### src/rtl/la_readout.sv
// la_readout -- read-side engine for the logic-analyzer capture RAM.
//
// After an accepted start, walks the RAM read port from start_addr in
// increments of step (0 counts as 1, addresses wrap modulo DEPTH), and streams
// length samples (0 counts as DEPTH) out over a valid/ready byte interface.
//
// Optional build macro: LA_RD_HEADER_EN
//   When defined, four header bytes (0xA5, {7'b0,L[16]}, L[15:8], L[7:0], with
//   L = effective length truncated to 17 bits) precede the samples. RAM reads
//   keep prefetching into the skid buffer while the header is being sent.
//
// Ports:
//   clk_50M     system clock, shared with the RAM read clock
//   rst         synchronous active-high reset
//   start       one-cycle readout request (ignored while busy)
//   start_addr  first address; sampled on an accepted start
//   length      sample count, 0 = DEPTH; sampled on an accepted start
//   step        address increment, 0 = 1; sampled on an accepted start
//   abort       terminate the current readout (no effect in IDLE)
//   rd_addr     RAM read address
//   rd_data     RAM read data, valid one cycle after rd_addr
//   out_data    stream data
//   out_valid   stream valid
//   out_ready   stream ready from the sink
//   busy        high from the cycle after an accepted start until done
//   done        one-cycle pulse on completion or abort
//   dbg_state   current FSM state (IDLE=0, READ=1, DRAIN=2)
//
// Handshake: a transfer happens in every cycle where out_valid && out_ready.
// Once out_valid is high it stays high with out_data unchanged until that
// transfer happens; only abort or reset can withdraw it.

module la_readout #(
  parameter int ADDR_W = 17,
  parameter int DATA_W = 8,
  parameter int DEPTH  = 131072
) (
  input  logic              clk_50M,
  input  logic              rst,
  input  logic              start,
  input  logic [ADDR_W-1:0] start_addr,
  input  logic [ADDR_W-1:0] length,
  input  logic [3:0]        step,
  input  logic              abort,
  output logic [ADDR_W-1:0] rd_addr,
  input  logic [DATA_W-1:0] rd_data,
  output logic [DATA_W-1:0] out_data,
  output logic              out_valid,
  input  logic              out_ready,
  output logic              busy,
  output logic              done,
  output logic [1:0]        dbg_state
);

  localparam int CW = ADDR_W + 1;
  localparam logic [CW-1:0] DEPTH_C = CW'(DEPTH);

  typedef enum logic [1:0] {IDLE = 2'd0, READ = 2'd1, DRAIN = 2'd2} state_e;

  state_e            state_q, state_d;
  logic [ADDR_W-1:0] rd_addr_q;
  logic [3:0]        step_q;
  logic [CW-1:0]     len_q, issued_q, emit_q;
  logic              inflight_q;
  logic [DATA_W-1:0] buf0_q, buf1_q;
  logic [1:0]        cnt_q;
  logic              done_q;

  logic              issue, load, finish, flush, push;
  logic [ADDR_W-1:0] issue_addr, next_addr;
  logic [CW-1:0]     next_addr_w;
  logic              hdr_active, xfer, buf_pop, last_pop;
  logic [DATA_W-1:0] hdr_byte;
  logic [2:0]        occ_after;

  // Next sequential address, wrapped modulo DEPTH (DEPTH need not be 2^ADDR_W).
  assign next_addr_w = {1'b0, rd_addr_q} + CW'(step_q);
  assign next_addr   = (next_addr_w >= DEPTH_C) ? ADDR_W'(next_addr_w - DEPTH_C)
                                                : ADDR_W'(next_addr_w);

  assign out_valid = hdr_active | (cnt_q != 2'd0);
  assign out_data  = hdr_active ? hdr_byte : buf0_q;
  assign xfer      = out_valid & out_ready;
  assign buf_pop   = xfer & ~hdr_active;
  assign last_pop  = buf_pop && ((emit_q + CW'(1)) == len_q);
  assign flush     = abort && (state_q != IDLE);
  assign push      = inflight_q & ~flush;

  // Occupancy counts the entry leaving this cycle as gone, so a steady
  // out_ready keeps one read in flight and one entry buffered: 1 sample/cycle.
  assign occ_after = {1'b0, cnt_q} + {2'b00, inflight_q} - {2'b00, buf_pop};

  // The issuing read address is driven combinationally so the first read goes
  // out in the start cycle itself; rd_addr_q holds it afterwards.
  assign rd_addr   = issue ? issue_addr : rd_addr_q;
  assign busy      = (state_q != IDLE);
  assign done      = done_q;
  assign dbg_state = state_q;

  always_comb begin
    state_d    = state_q;
    issue      = 1'b0;
    issue_addr = next_addr;
    load       = 1'b0;
    finish     = 1'b0;
    case (state_q)
      IDLE: begin
        if (start) begin
          load       = 1'b1;
          issue      = 1'b1;
          issue_addr = start_addr;
          state_d    = READ;
        end
      end
      READ: begin
        if (abort || last_pop) begin
          finish  = 1'b1;
          state_d = IDLE;
        end else if (issued_q == len_q) begin
          state_d = DRAIN;
        end else if (occ_after < 3'd2) begin
          issue = 1'b1;
        end
      end
      DRAIN: begin
        if (abort || last_pop) begin
          finish  = 1'b1;
          state_d = IDLE;
        end
      end
      default: state_d = IDLE;
    endcase
  end

  always_ff @(posedge clk_50M) begin
    if (rst) begin
      state_q    <= IDLE;
      rd_addr_q  <= '0;
      step_q     <= 4'd1;
      len_q      <= '0;
      issued_q   <= '0;
      emit_q     <= '0;
      inflight_q <= 1'b0;
      buf0_q     <= '0;
      buf1_q     <= '0;
      cnt_q      <= 2'd0;
      done_q     <= 1'b0;
    end else begin
      state_q    <= state_d;
      done_q     <= finish;
      inflight_q <= issue;
      if (issue) rd_addr_q <= issue_addr;
      if (load) begin
        step_q   <= (step == 4'd0) ? 4'd1 : step;
        len_q    <= (length == '0) ? DEPTH_C : {1'b0, length};
        issued_q <= CW'(1);
        emit_q   <= '0;
      end else begin
        if (issue)   issued_q <= issued_q + CW'(1);
        if (buf_pop) emit_q   <= emit_q + CW'(1);
      end
      // Two-entry skid buffer; buf0_q is the head presented on out_data.
      if (flush) begin
        cnt_q <= 2'd0;
      end else begin
        case ({push, buf_pop})
          2'b10: begin
            if (cnt_q == 2'd0) buf0_q <= rd_data;
            else               buf1_q <= rd_data;
            cnt_q <= cnt_q + 2'd1;
          end
          2'b01: begin
            buf0_q <= buf1_q;
            cnt_q  <= cnt_q - 2'd1;
          end
          2'b11: begin
            if (cnt_q == 2'd1) begin
              buf0_q <= rd_data;
            end else begin
              buf0_q <= buf1_q;
              buf1_q <= rd_data;
            end
          end
          default: ;
        endcase
      end
    end
  end

`ifdef LA_RD_HEADER_EN
  // hdr_q counts header bytes still to send (4 down to 1); 0 = samples phase.
  logic [2:0]  hdr_q;
  logic [16:0] hdr_len;

  assign hdr_active = (hdr_q != 3'd0);
  assign hdr_len    = 17'(len_q);

  always_comb begin
    hdr_byte = '0;
    case (hdr_q)
      3'd4:    hdr_byte = DATA_W'(8'hA5);
      3'd3:    hdr_byte = DATA_W'({7'b0, hdr_len[16]});
      3'd2:    hdr_byte = DATA_W'(hdr_len[15:8]);
      3'd1:    hdr_byte = DATA_W'(hdr_len[7:0]);
      default: hdr_byte = '0;
    endcase
  end

  always_ff @(posedge clk_50M) begin
    if (rst)                     hdr_q <= 3'd0;
    else if (load)               hdr_q <= 3'd4;
    else if (flush)              hdr_q <= 3'd0;
    else if (xfer && hdr_active) hdr_q <= hdr_q - 3'd1;
  end
`else
  assign hdr_active = 1'b0;
  assign hdr_byte   = '0;
`endif

endmodule

### config.mk
export PLATFORM = sky130hd
export DESIGN_NAME = la_readout
export DESIGN_NICKNAME = d
export VERILOG_FILES = /design/src/rtl/la_readout.sv
export SDC_FILE = /design/constraint.sdc
export NUM_CORES = 1
export LEC_CHECK = 0
export CORE_ASPECT_RATIO = 2
export CORE_MARGIN = 2
export CORE_UTILIZATION = 50
export CTS_CLUSTER_DIAMETER = 100
export DETAILED_ROUTE_END_ITERATION = 10
export PLACE_DENSITY = 0.8
export SYNTH_ARGS = -nofsm -noshare
export SYNTH_HDL_FRONTEND = slang
export SYNTH_SLANG_ARGS = --single-unit
### constraint.sdc
create_clock -name clk_50M -period 3.9 [get_ports clk_50M]
set_clock_uncertainty 0.2 [all_clocks]
set_input_delay 0.78 -clock clk_50M [delete_from_list [all_inputs] [get_ports clk_50M]]
set_output_delay 0.78 -clock clk_50M [all_outputs]
set_load 0.005 [all_outputs]
### Word level (Yosys, flattened, before mapping)

Index checks and enable logic that the tools add are counted.

| storage, ports and cells | value |
|---|---|
| register bits | 97 |
| latch bits | 0 |
| memory bits (writable) | 0 |
| ROM bits | 0 |
| output and inout port bits | 30 |
| memories kept | 0 |

| operators by class | value |
|---|---|
| $add $sub $neg | 8 |
| multipliers | 0 |
| div/mod/pow operators | 0 |
| magnitude comparators | 2 |
| equal/unequal tests | 14 |
| shift operators | 0 |
| mux-type cells | 27 |
| bitwise gates (word level) | 4 |
| reductions and logical operators | 20 |

Operator list:

| kind | number |
|---|---|
| $mux 17 | 4 |
| $add 18x1->18 const B | 2 |
| $eq 18x18->1 | 2 |
| $mux 8 | 4 |
| $pmux 8 s3 | 1 |
| $add 17x4->18 | 1 |
| $ge 18x18->1 const B | 1 |
| $mux 18 | 1 |
| $logic_not 17->1 | 1 |
| $sub 17x1->17 const B | 1 |
| $pmux 8 s2 | 1 |
| $ne 2x2->1 const B | 5 |
| $reduce_bool 2->1 | 5 |
| $mux 1 | 8 |
| $mux 2 | 4 |
| $reduce_or 2->1 | 4 |
| $eq 2x1->1 const B | 3 |
| $eq 2x2->1 const B | 3 |
| $pmux 2 s3 | 1 |
| $reduce_and 3->1 | 2 |
| $logic_not 2->1 | 2 |
| $logic_not 4->1 | 1 |
| $mux 4 | 1 |
| $pmux 2 s2 | 1 |
| 13 further kinds | 16 |

### Depth between registers and ports, before layout

Gate-level depths: netlist (run 1).

| logic depth | value |
|---|---|
| depth in word-level cells | 10 |
| gate-level depth with buffers | 17 |
| mapped depth without buffers | 15 |

### Least setup slack after synthesis (run 1)

OpenSTA, ideal clock, no wires.

| timing path | value |
|---|---|
| path type | input to output |
| from | input out_ready |
| to | output rd_addr[11] |
| arrival | 3054 ps |
| path slack | -134 ps |
| stages on the path | 11 |
| path buffers | 0 |
| path through | nand2_1 -> inv_1 -> ha_1 -> nor2b_1 -> fa_1 -> nor3_1 -> o211ai_1 -> nor2_1 -> o21ai_4 -> or3_2 -> a31oi_1 |

| between the ends | value |
|---|---|
| cells in the longest elaborated chain, start to end | 8 |
| elaborated cells on any way between the ends | 10 |
| classes of those cells | add/sub: 1; order compare: 1; mux: 5; bitwise: 1; reduce/logical: 2 |

Ends and longest elaborated chain:

| what | RTL line | text |
|---|---|---|
| start, declared | 49 | `input logic out_ready,` |
| $and 1x1->1 (*) | 83 | `assign xfer = out_valid & out_ready;` |
| net buf_pop | 72 | `logic hdr_active, xfer, buf_pop, last_pop;` |
| $sub 3x1->3 | 91 | `assign occ_after = {1'b0, cnt_q} + {2'b00, inflight_q} - {2'b00, buf_pop};` |
| $lt 3x2->1 | 121 | `end else if (occ_after < 3'd2) begin` |
| $mux 1 | 121 |  |
| $mux 1 | 119 | `end else if (issued_q == len_q) begin` |
| $mux 1 (*) | 116 | `if (abort \|\| last_pop) begin` |
| $pmux 1 s2 (*) | 106 | `case (state_q)` |
| $mux 17 (*) | -- |  |
| end, declared | 45 | `output logic [ADDR_W-1:0] rd_addr,` |

The timed path passes the listed nets; every way through them passes the cells marked *.

### Worst setup path after layout (run 1)

| timing path | value |
|---|---|
| from | register cnt_q[1] |
| to | output rd_addr[13] |

| between the ends | value |
|---|---|
| cells in the longest elaborated chain, start to end | 9 |
| elaborated cells on any way between the ends | 12 |
| classes of those cells | add/sub: 2; order compare: 1; mux: 5; bitwise: 1; reduce/logical: 3 |

Ends and longest elaborated chain:

| what | RTL line | text |
|---|---|---|
| start, declared | 66 | `logic [1:0] cnt_q;` |
| start signal, assigned | 170 | `cnt_q <= cnt_q + 2'd1;` |
| start signal, assigned | 174 | `cnt_q <= cnt_q - 2'd1;` |
| $reduce_bool 2->1 (*) | 81 | `assign out_valid = hdr_active \| (cnt_q != 2'd0);` |
| $and 1x1->1 (*) | 83 |  |
| net buf_pop | 72 |  |
| $sub 3x1->3 | 91 |  |
| $lt 3x2->1 | 121 |  |
| $mux 1 | 121 |  |
| $mux 1 | 119 |  |
| $mux 1 (*) | 116 |  |
| $pmux 1 s2 (*) | 106 |  |
| $mux 17 (*) | -- |  |

Marks and branches as above.

==> run summary, run 1 <==
status: finished with violations
failing checks: negative setup slack
WL/cell: 19.7 um
total CTS buffers: 9
critical path cell sequence: inv_2 -> ha_4 -> inv_2 -> nand2_2 -> inv_2 -> ha_4 -> nor2b_4 -> fa_2 -> nor3_2 -> o211ai_1 -> nor2_1 -> o21ai_4 -> or3_2 -> a31oi_1 -> buf_2
most common cell type on the critical path: inv_2
Slew Viols, Final: 0
Post-synth EDFFs: 0
first-pass detailed-route iteration total: 5
Fin. Hold Viols: 0
Net Count, Synth: 740
core area: 0.0108 mm^2
largest net degree at the start of global routing: 43
post-synthesis register bit count: 97
pwr/cell area: 546 mW/mm^2
crit path time final: 4.52 ns
final WL: 19.4 mm
Non-Filler Instances: 984
period utilization: 116%
Starting Density: 50.9%
First DRT Iteration DRCs: 480
Hold Buf Count CTS: 0
Peak VDD IR: 418 uV
wire length of the first global-routing pass: 29.2 mm
clk slew on worst S/H paths: 0.07 ns
Crit Path Max Fanout: 5
Pleak: 3.07 nW
Worst Tran Pin Value: 0.791 ns
routed vias/inst: 6.13
slowest stage delay, CP: 0.45 ns
Netlist Area Pre-Place: 0.00550 mm^2
CP top delay family: simple AND/OR/NAND/NOR gates
worst setup slack after placement: -1.22 ns
Clock Latency Late Sink: 0.35 ns
commonest non-fill, non-tap cells in the layout: dfxtp_1 (92), buf_4 (91), nand2_1 (69), nor2_1 (69), clkdlybuf4s50_1 (61)
Crit path required time: 2.92 ns
DRC: 0
worst r2r dst: rd_addr_q[9]
startpoint types: flip-flop
Post-synth ARST share: 0%
initial antenna violation count: 0
synthesis-to-layout area growth: 39.9%
DP Cell Count: 936
Setup WS post-layout: -0.615 ns
Slew Limit Headroom: 47.0%
# H-tree levels: 3
setup violators final: 17
fillers: 816
Longest Clk Path Bufs: 2
Chip Height: 152 um
worst hold path type: reg -> reg
Placer Congestion: 0.976
CTS tree: done
Die X-Extent: 78.2 um
post-synthesis sequential area ratio: 35.3%
ANT nets after route: 0
# nets final: 907
Post-synth top flop: dfxtp_1
Total Power: 0.00421 W
Max Freq: 221 MHz
hpwl dp: 12.8 mm
count of buffer and inverter cells on the critical path: 4
commonest non-fill, non-tap cell in the layout: dfxtp_1
vias in the first global route: 6046
Crit. End Element: output pin
# diodes: 0
Critical Path Slowest Stage Cell: fa_2
hold path cells: 2
vias: 6030
critical path type: reg -> out
Yosys cell types: 63
Synth Area per Inst: 8.18 um^2
Die Area: 0.0119 mm^2
Synth Warn #: 0
TritonCTS Sinks: 97
layout cells sized above 1: 24.1%
Post-Synthesis Cells: 672
input/output buffers: 80
I/O Pins: 81
Total GRT Usage: 31.0%
Register-to-Register Path Depth: 21
Root Driver: clkbuf_16
number of core rows: 54
Overflow after GRT: 0
Data arrival, critical path: 3.54 ns
Hold Path End: step_q[1]
RSZ-0062 raised after global routing: true
Hold Startpoint: step_q[1]
FF-to-FF setup slack: 0.09 ns
worst r2r src: cnt_q[1]
MaxCap Viol Count: 0
Setup TNS: -7.90 ns
## sequential cells by signal, indices dropped and copies added (netlist names)
signal and cells:
inflight_q 1, step_q 4, cnt_q 2, emit_q 18, buf1_q 8, len_q 18
rd_addr_q 17, issued_q 18, done 1, out_data 8, dbg_state 2
## power breakdown
group / internal (W) / total, W / switching, W
sequential: 0.00116 / 0.00135 / 0.000183
combinational: 0.000939 / 0.00192 / 0.000981
clock: 0.000510 / 0.000939 / 0.000429
total: 0.00261 / 0.00421 / 0.00159
## synth_stat cells, types with 12 or more instances
library cell   n  area share (%)
a21oi_1       41             3.7
a31oi_1       12             1.4
clkbuf_1      25             1.7
dfxtp_1       97              35
ha_1          15             3.4
inv_1         26             1.8
mux2i_1       19             3.5
nand2_1       70             4.8
nand3_1       19             1.7
nor2_1        71             4.8
nor3_1        17             1.5
o21ai_0       24             2.2
or3_1         18             2.0
xnor2_1       26             4.1
xor2_1        33             5.3
## how the worst max path moves through the flow
stage	start	to	slack (ns)	cells after the start
finish	cnt_q[1]	rd_addr[13]	-0.62	15
global route	cnt_q[1]	rd_addr[13]	-0.69	15
CTS	emit_q[1]	rd_addr[5]	-0.49	12
detailed placement	out_ready	rd_addr[11]	-1.22	13
global placement	out_ready	rd_addr[7]	-1.15	13
floorplan	out_ready	rd_addr[11]	-0.03	11
## timing repair
item                       4_1_cts  5_1_grt
pin swaps                       31       22
setup endpoints to repair       17       18
gates resized for setup        119       27
setup buffers                   33        6
## cells by family after synthesis
family / after synthesis / synth area share [%]
multiplexers: 20 / 3.66
buffers and inverters: 59 / 4.30
adder cells (fa/ha/maj): 17 / 4.14
AO/OA/AOI/OAI: 152 / 18.7
flip-flops: 97 / 35.3
XOR/XNOR: 59 / 9.39
AND/OR/NAND/NOR: 268 / 24.5
## layer usage
metal  track usage (%)  part of all wire [%]  vias up
met5                 0                     0        -
met4              21.1                   8.0        0
met2              57.3                    53      295
met1              30.3                    34     2874
li1                  -                     -     2746
met3              5.51                   5.3      115
## cell type report
cell class | count | area (um^2) | share of cell area, %
clock buffers | 9 | 225 | 2.93
well taps | 140 | 175 | 2.28
multi-input cells | 516 | 3580 | 46.6
inverters | 27 | 101 | 1.32
flip-flops and latches | 97 | 1950 | 25.3
repair buffers | 188 | 1580 | 20.5
clock inverters | 7 | 83.8 | 1.09
## metrics by stage
step | instance area, um^2 | util (%) | hold WS (ns)
2_1_floorplan | 5520 | - | 0.240
3_3_place_gp | 6920 | 64.0 | 0.250
3_5_place_dp | 6920 | 64.0 | 0.264
4_1_cts | 7600 | 70.3 | 0.275
5_1_grt | 7700 | 71.2 | 0.309
6_report | 7700 | 71.2 | 0.298
## worst reg2reg max path, cell delays in order (launching register included)
cell and delay [ns]:
dfxtp_2 0.34, inv_2 0.05, ha_4 0.16, inv_2 0.06, nand2_2 0.05, inv_2 0.08
ha_4 0.21, nor2b_4 0.13, fa_2 0.45, nor3_2 0.24, o211ai_1 0.20, nor2_1 0.23
o21ai_4 0.14, buf_6 0.16, mux2i_4 0.18, buf_4 0.15, buf_4 0.12, buf_4 0.12
buf_4 0.12, buf_4 0.12, buf_4 0.12, a31oi_1 0.11
No activity file was read; power rests on OpenSTA's default activity.
==> run 2: changes to the inputs <==
--- a/config.mk
+++ b/config.mk
@@ -9,6 +9,7 @@
 export CORE_MARGIN = 2
 export CORE_UTILIZATION = 50
 export CTS_CLUSTER_DIAMETER = 100
+export CTS_CLUSTER_SIZE = 10
 export DETAILED_ROUTE_END_ITERATION = 10
 export PLACE_DENSITY = 0.8
 export SYNTH_ARGS = -nofsm -noshare
==> results of run 2 <==
No change in the layout: final DEF, timing and power equal those of run 1.
==> RTL edit 1: new RTL, flow settings as in run 2 <==
The parameter `DATA_W` goes from 8 to 10.
--- a/src/rtl/la_readout.sv
+++ b/src/rtl/la_readout.sv
@@ -32,7 +32,7 @@
 
 module la_readout #(
   parameter int ADDR_W = 17,
-  parameter int DATA_W = 8,
+  parameter int DATA_W = 10,
   parameter int DEPTH  = 131072
 ) (
   input  logic              clk_50M,
Interface: changed (resized out_data and rd_data); port bits go from 81 to 85. The function was not compared with the original's and may differ.
==> RTL edit 1 against run 2 <==
  * The flow still finishes with violations (negative setup slack)
  * Worst setup slack gained 270 ps
  * Total power grew 2.4%
  * Count of clock-buffer cells in the layout grew 1
  * Synthesized area grew 6.9%
  * Wire length shrank 4.1%
  * Synthesized cell count grew 2.7%
  * Sequential power grew 4%
  * Sequential cell count grew 4
  * Final area grew 3.4%
  * Critical path depth grew 1
  * Non-clock buffer count shrank 6
  * Largest cell class unchanged
  * Largest power group unchanged
  * Highest routed layer unchanged
==> RTL edit 1: results (changes against run 2) <==
.. list-table::
   :header-rows: 1

   * - Metric
     - Value
   * - Outcome
     - finished with violations (unchanged)
   * - Violated checks
     - negative setup slack (unchanged)
   * - Ratio of cells with drive above 1 in the final layout
     - 23.9% (was 24.1%)
   * - Final worst hold slack
     - 280 ps (was 298 ps)
   * - Total global routing track utilization
     - 29.3% (was 31.0%)
   * - Worst-margin pin slew
     - 798 ps (was 791 ps)
   * - Via count of the first global-routing pass
     - 6176 (was 6046)
   * - Worst EP arrival
     - 3260 ps (was 3540 ps)
   * - Startpoint of the tightest hold check path
     - step_q[2] (was step_q[1])
   * - Endpoint of the worst hold path
     - step_q[2] (was step_q[1])
   * - Pwr dens
     - 541 mW/mm2 (was 546 mW/mm2)
   * - Dpl cells
     - 942 (was 936)
   * - GR Util met1
     - 28.2% (was 30.3%)
   * - Metal1 wirelength
     - 6.35 mm (was 6.54 mm)
   * - Endpoint of the worst register-to-register path
     - issued_q[17] (was rd_addr_q[9])
   * - Number of distinct library cells after synthesis
     - 67 (was 63)
   * - Met2 track utilization from global routing
     - 54.3% (was 57.3%)
   * - Sequential-to-total area share from yosys stat
     - 34.4% (was 35.3%)
   * - Worst setup slack for register-to-register paths
     - 240 ps (was 90 ps)
   * - First-pass GRT wire length
     - 28.8 mm (was 29.2 mm)
   * - Placed wire-length estimate after detailed placement
     - 13.1 mm (was 12.8 mm)
   * - Worst Slack Setup Final
     - -341 ps (was -615 ps)
   * - Placer Congestion
     - 0.973 (was 0.976)
   * - Met3 track demand over resource
     - 3.84% (was 5.51%)
   * - Post-Synthesis Net Count
     - 760 (was 740)
   * - Maximum number of pins on one net before global-route repair
     - 41 (was 43)
   * - Delay contributed by the slowest stage of the critical path
     - 430 ps (was 450 ps)
   * - Total negative slack for setup checks
     - -4820 ps (was -7900 ps)
   * - Total length of routed met2 wires
     - 10.3 mm (about the same)
   * - Largest vdd supply drop
     - 0.390 mV (was 0.418 mV)
   * - Cell type of the slowest stage on the worst timing path
     - fa_1 (was fa_2)
   * - Final setup viols
     - 17 (unchanged)
   * - Leak Pwr
     - 3.17 nW (was 3.07 nW)
   * - Leading post-synthesis cells by cell area
     - dfxtp_1 34%, xor2_1 5.5%, nor2_1 5.0% (was dfxtp_1 35%, xor2_1 5.3%, nor2_1 4.8%)
   * - Worst Reg2Reg Path Length in Cells
     - 19 (was 21)
   * - Number of filler instances in the final layout
     - 946 (was 816)
   * - Number of non-filler instances in the completed layout
     - 986 (was 984)
   * - Gate count of the mapped netlist
     - 690 (was 672)
   * - Latest clock arrival within the worst-skew pair
     - 340 ps
   * - Detailed-routed wire length on met3
     - 722 um (was 1.03 mm)
   * - Placement Cell Area
     - 0.00722 mm2 (was 0.00692 mm2)
   * - Setup slack after placement
     - -1140 ps (was -1220 ps)
   * - Number of vias in the routed layout
     - 5984 (was 6030)
   * - Launch instance of the worst register-to-register path
     - cnt_q[0] (was cnt_q[1])
[RTL edit 1: cell families (layout without fill, tap and decap cells)]
group | Yosys count | in the layout | share of synthesized area (%)
and+or+nand+nor | 265 | 265 | 23.1
adders and majority gates | 17 | 17 | 3.87
AOI/OAI and AO/OA | 151 | 152 | 19.4
muxes | 28 | 28 | 4.81
buffers and inverters | 68 | 218 | 5.45
xor gates and xnor gates | 60 | 60 | 8.93
DFF | 101 | 101 | 34.4
[RTL edit 1: cell type report]
type	instances	share of cell area [%]
Multi-Input combinational cell	522	48.3
Tap cell	145	2.28
Clock buffer	10	2.88
Timing Repair Buffer	182	19.2
Clock inverter	5	0.770
Sequential cell	101	25.5
Inverter	21	1.05
[RTL edit 1: how the worst max path moves through the flow]
| stage | from | end | slack, ps | depth (start not counted) |
|---|---|---|---|---|
| 4_1_cts | cnt_q[1] | rd_addr[9] | -280 | 16 |
| 3_5_place_dp | out_ready | rd_addr[9] | -1140 | 13 |
| 6_report | cnt_q[0] | rd_addr[7] | -340 | 16 |
| 5_1_grt | cnt_q[0] | rd_addr[7] | -450 | 16 |
| 2_1_floorplan | out_ready | rd_addr[14] | -20 | 13 |
| 3_3_place_gp | out_ready | rd_addr[16] | -1070 | 13 |
[RTL edit 1: timing repair]
item | in CTS | in global routing
pin swaps | 31 | 25
endpoints found under the setup margin | 17 | 17
cloned | 1 | 0
buffers inserted | 20 | 9
gates resized for setup | 105 | 29
[RTL edit 1: power breakdown]
part	total, mW	switching (mW)	internal [mW]
clock	0.902	0.405	0.497
combinational	2.01	1.03	0.977
sequential	1.40	0.181	1.22
total	4.31	1.62	2.69
[RTL edit 1: critical path: cells and delay by family, from the launching register on]
kind	cells	cell delay, ps
buf+inv	5	450
fa+ha+maj	3	840
xor+xnor	1	200
flops	1	330
compound gates	2	290
simple gates	5	820
==> RTL edit 2: new RTL, settings of run 2 <==
Made on the original files. Register the output `dbg_state` once more, with the module's reset; this adds one clock of latency there. The other outputs are not delayed to match.
--- a/src/rtl/la_readout.sv
+++ b/src/rtl/la_readout.sv
@@ -95,7 +95,13 @@
   assign rd_addr   = issue ? issue_addr : rd_addr_q;
   assign busy      = (state_q != IDLE);
   assign done      = done_q;
-  assign dbg_state = state_q;
+  always_ff @(posedge clk_50M) begin
+    if (rst) begin
+      dbg_state <= '0;
+    end else begin
+      dbg_state <= state_q;
+    end
+  end
 
   always_comb begin
     state_d    = state_q;
Function: changed (a bounded check fails within 4 cycles, from zero or initial values and one cycle with rst high).
==> RTL edit 2 against run 2 <==
  * The flow still finishes with violations (negative setup slack)
  * Worst setup slack better by 110 ps
  * Final area rose by 0.72%
  * Sequential cell count rose by 2
  * Worst hold slack about the same
  * Count of clock-buffer cells in the layout unchanged
  * Wire length is 9.2% lower
  * Critical path depth increased by 1
  * Total power fell by 20%
  * Synthesized area increased by 1.6%
==> RTL edit 2: results (changes against run 2) <==
.. list-table::
   :header-rows: 1

   * - Metric
     - Value
   * - Outcome
     - finished with violations (unchanged)
   * - Violated checks
     - negative setup slack (unchanged)
   * - Total global routing track utilization
     - 29.0% (was 31.0%)
   * - Largest vdd supply drop
     - 0.357 mV (was 0.418 mV)
   * - Dpl cells
     - 922 (was 936)
   * - Number of vias in the routed layout
     - 5871 (was 6030)
   * - Pre-antenna DRT Iters
     - 5 (unchanged)
   * - Worst Slack Setup Final
     - -501 ps (was -615 ps)
   * - Ratio of cells with drive above 1 in the final layout
     - 24.0% (was 24.1%)
   * - Most frequent cells after synthesis
     - 99 x dfxtp_1, 67 x nor2_1, 53 x nand2_1, 39 x xor2_1, 37 x a21oi_1 (was 97 x dfxtp_1, 71 x nor2_1, 70 x nand2_1, 41 x a21oi_1, 33 x xor2_1)
   * - Worst Reg2Reg Path Length in Cells
     - 18 (was 21)
   * - Sequential-to-total area share from yosys stat
     - 35.5% (was 35.3%)
   * - Gate family responsible for the most delay along the worst path
     - adder cells (was simple AND/OR/NAND/NOR gates)
   * - Pint
     - 2.20 mW (was 2.61 mW)
   * - Crit path max fanout
     - 5 (unchanged)
   * - Routed vias/inst
     - 6.12 (was 6.13)
   * - Number of filler instances in the final layout
     - 815 (was 816)
   * - Clk root buf
     - clkbuf_16 (unchanged)
   * - Asr flop ratio synth
     - 0% (unchanged)
   * - Number of distinct library cells after synthesis
     - 66 (was 63)
   * - Final nets
     - 883 (was 907)
   * - Starting DRC count in detailed routing
     - 340 (was 480)
   * - Gate count of the mapped netlist
     - 659 (was 672)
   * - Leading register cell type out of synthesis
     - dfxtp_1 (unchanged)
   * - Final setup viols
     - 17 (unchanged)
   * - Post-Synthesis Net Count
     - 727 (was 740)
   * - Leak Pwr
     - 3.09 nW (was 3.07 nW)
   * - Routed wire per std cell
     - 18.4 um (was 19.7 um)
   * - Warning count from the yosys run
     - 0 (unchanged)
   * - Cell type of the slowest stage on the worst timing path
     - or4_4 (was fa_2)
   * - Relative max-transition margin
     - 51.5% (was 47.0%)
   * - Antenna violations before repair
     - 0 (unchanged)
   * - Total CTS buffers
     - 9 (unchanged)
   * - Leading post-synthesis cells by cell area
     - dfxtp_1 35%, xor2_1 6.1%, nor2_1 4.5% (was dfxtp_1 35%, xor2_1 5.3%, nor2_1 4.8%)
   * - Delay contributed by the slowest stage of the critical path
     - 480 ps (was 450 ps)
   * - Placed wire-length estimate after detailed placement
     - 12.7 mm (was 12.8 mm)
   * - Latest clock arrival within the worst-skew pair
     - 360 ps
   * - Via count of the first global-routing pass
     - 5973 (was 6046)
   * - First-pass GRT wire length
     - 27.9 mm (was 29.2 mm)
   * - Maximum number of pins on one net before global-route repair
     - 51 (was 43)
   * - Worst EP arrival
     - 3420 ps (was 3540 ps)
   * - Placer Congestion
     - 1.00 (was 0.976)
## RTL edit 2: cell types whose count changed in the layout (fill, tap and decap cells not counted), sizes merged, moves of 8 or more
| cell | run 2 | this run |
|---|---|---|
| nand2 | 70 | 54 |
| buf | 126 | 117 |
| o21ai | 30 | 21 |
| mux2i | 19 | 11 |
| nand4 | 8 | 16 |
## RTL edit 2: per-layer routing
layer	global-route usage, %	wire length (um)	vias up
met4	20.6	1150	0
met1	28.3	5990	2783
li1	-	-	2714
met5	0	0	-
met3	4.37	919	99
met2	53.6	9560	275
## RTL edit 2: kinds of logic (layout without fill, tap and decap cells)
logic type	Yosys count	after routing	synth area share (%)
multiplexers	11	11	1.97
XOR/XNOR	68	68	10.9
adder cells (fa/ha/maj)	17	17	4.08
buffers and inverters	55	216	4.41
AND/OR/NAND/NOR	254	254	23.9
flip-flops	99	99	35.5
AO/OA/AOI/OAI	155	155	19.3
## RTL edit 2: metrics by stage
step | utilization, % | hold WS (ps) | area [um2] | worst slack [ps] | TNS, ps
floorplan | - | 240 | 5630 | -96.5 | -124
finish | 71.3 | 298 | 7750 | -501 | -6160
detailed placement | 64.5 | 270 | 7020 | -1340 | -23750
CTS | 70.2 | 282 | 7640 | -477 | -5750
global placement | 64.5 | 255 | 7020 | -1300 | -22580
global route | 71.3 | 329 | 7750 | -610 | -8090
## RTL edit 2: worst register-to-register path, cell delays in order (launching register included)
cell and delay, ps:
dfxtp_2 340, inv_2 80, ha_4 160, inv_4 50, nand2_8 60, inv_6 30, ha_4 260, nor2b_4 30
fa_2 360, xnor2_2 170, nor2_4 110, o211ai_1 220, buf_4 230, nor2_4 110, o21ai_4 100, buf_6 130
buf_4 200, or4_1 520, nand2_1 70
## RTL edit 2: layout make-up
type / count / area, um2 / share of cell area, %
clock buffers: 9 / 225 / 2.91
clock inverters: 7 / 67.6 / 0.872
inverters: 21 / 86.3 / 1.11
multi-input cells: 505 / 3700 / 47.8
flip-flops and latches: 99 / 1990 / 25.7
well taps: 140 / 175 / 2.26
repair buffers: 179 / 1510 / 19.4
## RTL edit 2: power groups by stage
stage               Sequential [mW]  Combinational [mW]  Clock [mW]
floorplan                      1.20               0.568           0
global placement               1.20                1.01           0
detailed placement             1.21                1.04           0
CTS                            1.19                1.19       0.900
global route                   1.21                1.37       0.935
finish                         1.20                1.27       0.889
## RTL edit 2: final timing paths
kind / from / endpoint / slack (ps)
setup reg to reg: cnt_q[1] / issued_q[15] / 420
hold reg to reg: step_q[3] / step_q[3] / 300
hold / removal: step_q[3] / step_q[3] / 300
setup / recovery: cnt_q[1] / rd_addr[12] / -500
## RTL edit 2: repair_timing
item,CTS,global route
pin swaps,40,15
endpoints found under the setup margin,17,17
buffers inserted,20,6
gates resized for setup,123,24
